<file path="config.mk">
export PLATFORM = sky130hd
export DESIGN_NAME = truth_table_sweeper
export DESIGN_NICKNAME = d
export VERILOG_FILES = /design/src/rtl/truth_table_sweeper.sv
export SDC_FILE = /design/constraint.sdc
export NUM_CORES = 1
export LEC_CHECK = 0
export BUFFER_PORTS_ARGS = -buffer_cell sky130_fd_sc_hd__buf_2
export CAP_MARGIN = 0
export CELL_PAD_IN_SITES_DETAIL_PLACEMENT = 2
export CELL_PAD_IN_SITES_GLOBAL_PLACEMENT = 2
export CORE_MARGIN = 2
export CORE_UTILIZATION = 38
export DETAILED_ROUTE_END_ITERATION = 8
export PLACE_DENSITY_LB_ADDON = 0.1
export SYNTH_ARGS = -nofsm -noshare
export SYNTH_HDL_FRONTEND = slang
export SYNTH_SLANG_ARGS = --single-unit
</file>
<file path="constraint.sdc">
create_clock -name clk -period 7.25 [get_ports clk]
set_clock_uncertainty 0.2 [all_clocks]
set_input_delay 0 -clock clk [delete_from_list [all_inputs] [get_ports clk]]
set_output_delay 0 -clock clk [all_outputs]
set_load 0.03 [all_outputs]
</file>
<file path="src/rtl/truth_table_sweeper.sv">
// Steps a 3-input gate through every input row, samples its output after a settle
// interval, and scores the resulting truth table against a latched expected code.
//
// state  | meaning
// IDLE   | waiting for start; dut_in holds its last value
// SETTLE | dut_in driven, counting settle cycles down to terminal count
// SAMPLE | capture dut_out into the shadow table, advance or finish
// DONE   | one-cycle done pulse; results published on entry
module truth_table_sweeper #(
   parameter int N_IN          = 3,
   parameter int SETTLE_CYCLES = 4
) (
   input  logic                   clk,
   input  logic                   rst,
   input  logic                   start,
   input  logic                   abort,
   input  logic [(1<<N_IN)-1:0]   expected,
   output logic [N_IN-1:0]        dut_in,
   input  logic                   dut_out,
   output logic                   busy,
   output logic                   done,
   output logic [(1<<N_IN)-1:0]   table_out,
   output logic                   match,
   output logic [N_IN:0]          mismatch_cnt
);

   localparam int              ROWS        = 1 << N_IN;
   localparam logic [7:0]      SETTLE_LOAD = 8'(SETTLE_CYCLES - 1);
   localparam logic [N_IN:0]   LAST_ROW    = (N_IN+1)'(ROWS - 1);

   if (SETTLE_CYCLES < 1 || SETTLE_CYCLES > 255) begin : g_bad_settle
      $error("truth_table_sweeper: SETTLE_CYCLES must be 1..255");
   end

   typedef enum logic [1:0] {IDLE, SETTLE, SAMPLE, DONE} state_t;

   state_t            state;
   logic [N_IN:0]     row;
   logic [7:0]        settle_cnt;
   logic [ROWS-1:0]   exp_q;
   logic [ROWS-1:0]   shadow;
   logic [ROWS-1:0]   shadow_nxt;
   logic [ROWS-1:0]   diff;
   logic [N_IN-1:0]   bit_idx;
   logic [N_IN:0]     pop;

   // Row r lands in bit ROWS-1-r, which is the bitwise inverse of r.
   always_comb begin
      bit_idx             = ~row[N_IN-1:0];
      shadow_nxt          = shadow;
      shadow_nxt[bit_idx] = dut_out;
      diff                = shadow_nxt ^ exp_q;
      pop                 = '0;
      for (int i = 0; i < ROWS; i++) begin
         pop = pop + (N_IN+1)'(diff[i]);
      end
   end

   always_ff @(posedge clk) begin
      if (rst) begin
         state        <= IDLE;
         row          <= '0;
         settle_cnt   <= '0;
         exp_q        <= '0;
         shadow       <= '0;
         dut_in       <= '0;
         busy         <= 1'b0;
         done         <= 1'b0;
         table_out    <= '0;
         match        <= 1'b0;
         mismatch_cnt <= '0;
      end else begin
         case (state)
            IDLE: begin
               done <= 1'b0;
               if (start && !abort) begin
                  state      <= SETTLE;
                  busy       <= 1'b1;
                  row        <= '0;
                  dut_in     <= '0;
                  settle_cnt <= SETTLE_LOAD;
                  exp_q      <= expected;
                  shadow     <= '0;
               end
            end
            SETTLE: begin
               if (abort) begin
                  state  <= IDLE;
                  busy   <= 1'b0;
                  dut_in <= '0;
               end else if (settle_cnt == 8'd0) begin
                  state <= SAMPLE;
               end else begin
                  settle_cnt <= settle_cnt - 8'd1;
               end
            end
            SAMPLE: begin
               if (abort) begin
                  state  <= IDLE;
                  busy   <= 1'b0;
                  dut_in <= '0;
               end else begin
                  shadow <= shadow_nxt;
                  if (row == LAST_ROW) begin
                     state        <= DONE;
                     busy         <= 1'b0;
                     done         <= 1'b1;
                     table_out    <= shadow_nxt;
                     match        <= (shadow_nxt == exp_q);
                     mismatch_cnt <= pop;
                  end else begin
                     state      <= SETTLE;
                     row        <= row + 1'b1;
                     dut_in     <= row[N_IN-1:0] + 1'b1;
                     settle_cnt <= SETTLE_LOAD;
                  end
               end
            end
            DONE: begin
               done  <= 1'b0;
               state <= IDLE;
            end
            default: state <= IDLE;
         endcase
      end
   end

endmodule
</file>
==> results.yml, run 1 <==
timing:
  hold_viol: 0
  setup_viol: 0
  tightest_slew_ns: 0.865
  slew_violations: 0
  fin_setup_tns_ns: 0
  rsz0062_at_grt: "false"
  relSlewSlack_pct: 42.3
  fin_crit_sh_pct: 58.6
  fin_ws_ns: 3.00
  timing.final.crit_period_ns: 4.25
  max_freq_ghz: 0.235
critical_path:
  rr_startpoint: "row[2]"
  cpMaxStageDelayCell: "dfxtp_1"
  cp.arrival_ns: 4.28
  cp-end-kind: "register"
  worstPathMaxFanout: 14
  crit_chain: "or3b_4, mux2i_4, xnor2_1, fa_1, inv_1, fa_1, fa_1, inv_1, ha_1, inv_1, fa_1, xnor2_1, nand2_1, a21oi_1"
  slowest_delay_ns: 0.59
  critPathLaunch: "row[2]"
  critPathRequiredTime_ns: 7.29
  cpMostUsedCell: "fa_1"
  worstSetupStartpointType: "register"
  criticalPathCategory: "reg -> reg"
finish:
  diodes: 0
  num-fill-cells: 726
  fin_util_pct: 45.4
  drive_above_1_share_pct: 14.6
  area_delta_synth_final_pct: 14.0
  final_nets: 350
  multiInputGateArea_um2: 1480
  seqCellArea_um2: 961
synthesis:
  synth_edf_count: 0
  yosysTopAreaCellShare_pct: 37.4
  syn_nets: 320
  ys.flop_type: "dfxtp_1"
  syn_avg_cell_area_um2: 8.80
  synthCells: 292
  ys_async_sr_fraction_pct: 0
  seq_area_frac_synth_pct: 37.4
  ys_seq_elements: 48
  synth_xor_area_share_pct: 5.79
  synth_top_family_by_area: "simple AND/OR/NAND/NOR gates"
  synth-compound-area-share_pct: 13.6
  synth_fa_ha_area_share_pct: 8.47
  yosysMostFrequentCell: "dfxtp_1"
  yosys-top-cells-area: "dfxtp_1 37%, nor2_1 6.9%, mux2i_1 6.2%"
  yosys.area_share.simple_pct: 22.7
  syn-cell-area_um2: 2570
  synth_cell_type_count: 48
  yosys_warnings: 0
  synth_top_cell_by_area: "dfxtp_1"
  synth_commonest_cells: "48 x dfxtp_1, 47 x nor2_1, 19 x nand2_1, 16 x mux2i_1, 15 x a21oi_1"
  synth_mux_area_share_pct: 7.11
clock_network:
  ctsResizeCount: 0
  cts_sinks: 48
  h-tree-depth: 2
  postCtsHoldBufs: 9
  clk_latency_ns: 0.31
  cts_setup_buffers: 0
  clk_pin_slew_ns: 0.10
  tritoncts: "yes"
  clk_path_buf_depth: 2
  cts_buffers: 5
  root_buffer: "clkbuf_8"
placed_design:
  io_buffers: 30
  place_ws_ns: 2.98
  routabilityCongestion: 0.740
  dp_hpwl_um: 4940
floorplanning:
  die_w_um: 86.2
  initial_core_util_pct: 39.8
  fp-row-count: 29
  die_area_um2: 7440
  chipHeight_um: 86.2
  io_pins: 31
  coreArea_um2: 6460
global_route:
  grt_overflow: 0
  grt_pass1_wl_um: 11600
  antenna_found_initial: 0
  grt_pass1_vias: 2288
  grt_max_degree: 45
  grt_use_total_pct: 19.7
drt:
  dr.first_iter.drc_count: 58
  drc_errors: 0
  firstDrtPassIters: 4
  wl_met1_um: 3160
  vias: 2162
  viasPerCell: 5.41
  ant_nets: 0
  dr_wl_met3_um: 153
  routedWlPerCell_um: 16.9
  wl_um: 6780
  routed.top_layer: "met4"
  wl_met2_um: 3400
min_path:
  holdCritPathClass: "in -> reg"
  min_from: "abort"
pwr:
  power_uw: 849
  total_leakage_power_uw: 0.00121
  power.density_nw_per_um2: 290
  peakVddDrop_mv: 0.0910
run_status:
  status: "finished, final reports clean"
flow_run:
  max-cap-violations: 0
==> state kept, by name, indices dropped and copies added (netlist names), 2 cells and up <==
register	cells
mismatch_cnt	4
state	2
dut_in	3
row	4
settle_cnt	8
shadow	8
exp_q	8
table_out	8
==> per-stage QoR <==
step	hold WS, ns	instance area (µm²)	cells
floorplan	-0.0561	2570	292
global placement	0.0279	2740	383
detailed placement	0.0451	2740	383
CTS	0.0256	2930	400
global route	0.0981	2930	400
finish	0.0239	2930	400
==> area by class of cell <==
class,instances,area share [%]
clock buffer,6,2.82
sequential,48,32.8
inverter,14,1.79
multi-input combinational,214,50.6
tap,77,3.29
clock inverter,2,0.513
timing repair buffer,39,8.20
==> layout by cell type (no fill, tap or decap), types with 6 or more instances in the layout <==
master	count
ha_1	11
nor2_1	47
buf_2	30
a211oi_1	12
inv_1	14
dlygate4sd3_1	9
dfxtp_1	48
nand2_1	19
a21oi_1	15
xnor2_1	13
o21ai_0	6
nand3b_1	7
clkbuf_8	6
mux2i_1	16
nor3_1	8
==> worst max-delay path, delay by kind of cell (launching register included) <==
kind	cells	cell delay, ns
AO/OA/AOI/OAI	1	0.15
XOR/XNOR	2	0.30
adder cells (fa/ha/maj)	5	2.02
buffers and inverters	3	0.19
flip-flops	1	0.59
multiplexers	1	0.20
AND/OR/NAND/NOR	2	0.54
==> metal layers <==
layer	track usage, %	vias up
met1	25.3	1063
met5	0	-
met2	35.3	26
met4	4.69	0
li1	-	1067
met3	2.57	6
==> worst paths after layout <==
kind / to / slack [ns] / cells after the start
worst max-delay path: mismatch_cnt[2] / 3.00 / 14
worst min-delay path: state[1] / 0.02 / 4
worst max register to register: mismatch_cnt[2] / 3.00 / 14
worst min register to register: dut_in[1] / 0.25 / 2
==> cell families (layout without fill, tap and decap cells) <==
group / after synthesis / after routing
mux: 17 / 17
flops: 48 / 48
xor+xnor: 17 / 17
fa+ha+maj: 15 / 15
buf+inv: 30 / 61
compound gates: 51 / 51
simple gates: 114 / 114
==> power by group <==
| part | leakage (µW) | total [µW] | switching (µW) | internal, µW |
|---|---|---|---|---|
| clock network | 0.0000434 | 177 | 99.4 | 77.5 |
| logic | 0.000776 | 342 | 195 | 147 |
| registers | 0.000389 | 330 | 32.6 | 298 |
Power figures use the tool's default switching activity.
==> run 2, diff against run 1 <==
--- a/config.mk
+++ b/config.mk
@@ -10,7 +10,7 @@
 export CELL_PAD_IN_SITES_DETAIL_PLACEMENT = 2
 export CELL_PAD_IN_SITES_GLOBAL_PLACEMENT = 2
 export CORE_MARGIN = 2
-export CORE_UTILIZATION = 38
+export CORE_UTILIZATION = 35
 export DETAILED_ROUTE_END_ITERATION = 8
 export PLACE_DENSITY_LB_ADDON = 0.1
 export SYNTH_ARGS = -nofsm -noshare
==> constraint.sdc (replaced) <==
create_clock -name clk -period 4.1 [get_ports clk]
set_clock_uncertainty 0.2 [all_clocks]
set_input_delay 0 -clock clk [delete_from_list [all_inputs] [get_ports clk]]
set_output_delay 0 -clock clk [all_outputs]
set_load 0.03 [all_outputs]
==> run 2 against run 1 <==
Against the previous run: clock-buffer cell count is 1 higher; sequential power is 77% higher; fmax is 8.6% higher; critical path depth stayed put; flip-flop and latch count stayed put; via count is 0.97% higher; sequential share of layout area is 1.1 points lower; critical endpoint unchanged.
==> results.yml, run 2 (synthesis gave the netlist of run 1 again) <==
run_status:
  status: "finished, final reports clean"
min_path:
  holdCritPathClass: "in -> reg"
  min_from: "abort"
  worstHoldPathCells: 4
  hold_end: "busy"
floorplanning:
  io_pins: 31
  fp-row-count: 31
  die_area_um2: 8040
  die_w_um: 89.7
  initial_core_util_pct: 35.8
  coreArea_um2: 7180
  chipHeight_um: 89.7
clock_network:
  tritoncts: "yes"
  root_buffer: "clkbuf_8"
  h-tree-depth: 2
  clk_path_buf_depth: 2
  clk_latency_ns: 0.31
  cts_buffers: 5
  clk_pin_slew_ns: 0.10
  cts_sinks: 48
timing:
  slew_violations: 0
  max_freq_ghz: 0.256
  setup_viol: 0
  tightest_slew_ns: 0.838
  relSlewSlack_pct: 44.1
  rsz0062_at_grt: "true"
  hold_viol: 0
  timing.final.crit_period_ns: 3.91
  fin_crit_sh_pct: 95.5
  hold_ws_ns: 0.0358
  fin_ws_ns: 0.186
flow_run:
  max-cap-violations: 0
critical_path:
  rr_startpoint: "row[0]"
  rr_endpoint: "mismatch_cnt[2]"
  criticalPathCategory: "reg -> reg"
  regToRegSetupSlack_ns: 0.19
  reg2reg_depth: 14
  worstPathMaxFanout: 4
  critPathRequiredTime_ns: 4.14
  worstSetupStartpointType: "register"
  cp-end-kind: "register"
  cp.arrival_ns: 3.96
drt:
  vias: 2183
  ant_nets: 0
  routedWlPerCell_um: 16.1
  drc_errors: 0
  viasPerCell: 5.08
  dr.first_iter.drc_count: 54
  wl_um: 6940
  firstDrtPassIters: 4
pwr:
  p_sw_uw: 570
  switching_share_pct: 38.1
  power.share.clock_pct: 20.4
  p_int_uw: 927
  seqPwrFrac_pct: 39.0
  p_comb_share_pct: 40.7
  total_leakage_power_uw: 0.00125
  power.density_nw_per_um2: 489
  peakVddDrop_mv: 0.184
placed_design:
  io_buffers: 30
  dp_hpwl_um: 5050
  place_ws_ns: 0.0216
  routabilityCongestion: 0.768
finish:
  num-fill-cells: 818
  final_cell_mix: "47 x nor2_1, 45 x dfxtp_1, 30 x buf_2"
  diodes: 0
  area_delta_synth_final_pct: 19.0
  final_nets: 358
  final_common_cell: "nor2_1"
  drive_above_1_share_pct: 19.0
global_route:
  grt_use_total_pct: 18.4
  grt_max_degree: 45
  grt_pass1_wl_um: 11400
  grt_overflow: 0
  antenna_found_initial: 0
  grt_pass1_vias: 2250
==> run 2: stage by stage <==
step	TNS [ns]	instance area [µm²]	std cells	utilization, %	total power (µW)
global placement	0	2810	411	39.2	1180
finish	0	3060	430	42.6	1500
CTS	0	3000	428	41.8	1520
floorplan	0	2570	292	-	1060
detailed placement	0	2810	411	39.2	1200
global route	-0.00214	3060	430	42.6	1620
==> run 2: critical path, stage by stage, from the launching register on <==
cell and delay, ns:
dfxtp_4 0.36, or3b_4 0.43, mux2i_4 0.21, xnor2_2 0.17, fa_1 0.49, inv_1 0.05
fa_1 0.50, fa_1 0.42, inv_1 0.07, ha_2 0.17, inv_1 0.06, fa_2 0.33
xnor2_1 0.17, nand2_1 0.08, a21oi_2 0.13
==> run 2: worst max path at each step <==
stage | from | slack (ns) | cells after the start | endpoint
2_1_floorplan | row[2] | 0.17 | 15 | mismatch_cnt[2]
3_3_place_gp | row[1] | 0.18 | 14 | mismatch_cnt[2]
3_5_place_dp | row[1] | 0.02 | 14 | mismatch_cnt[2]
4_1_cts | row[2] | 0.01 | 15 | mismatch_cnt[2]
5_1_grt | row[0] | -0.002 | 14 | mismatch_cnt[2]
6_report | row[0] | 0.19 | 14 | mismatch_cnt[2]
==> run 2: layer usage <==
| metal | share of wire (%) | global-route usage (%) |
|---|---|---|
| met1 | 46 | 23.9 |
| met2 | 51 | 31.6 |
| met3 | 2.3 | 3.11 |
| met4 | 1.1 | 5.02 |
| met5 | 0 | 0 |
==> run 2: cell type report <==
cell class / count / area [µm²] / share of cell area [%]
Timing Repair Buffer: 47 / 304 / 9.94
Multi-Input combinational cell: 214 / 1520 / 49.5
Tap cell: 99 / 124 / 4.05
Inverter: 14 / 52.6 / 1.72
Clock buffer: 7 / 86.3 / 2.82
Sequential cell: 48 / 970 / 31.7
Clock inverter: 1 / 7.51 / 0.245
==> run 2: repair_timing <==
item | 4_1_cts | 5_1_grt
setup buffers | 0 | 2
hold buffers | 9 | 0
endpoints found under the setup margin | 1 | 2
endpoints found under the hold margin | 10 | 0
gates resized for setup | 2 | 11
pin swaps | 0 | 6
==> run 2: power groups by stage <==
| stage | Sequential [µW] | Clock, µW | Combinational [µW] |
|---|---|---|---|
| global route | 595 | 333 | 693 |
| detailed placement | 594 | 0 | 609 |
| floorplan | 599 | 0 | 461 |
| CTS | 585 | 314 | 619 |
| finish | 583 | 305 | 609 |
| global placement | 593 | 0 | 589 |
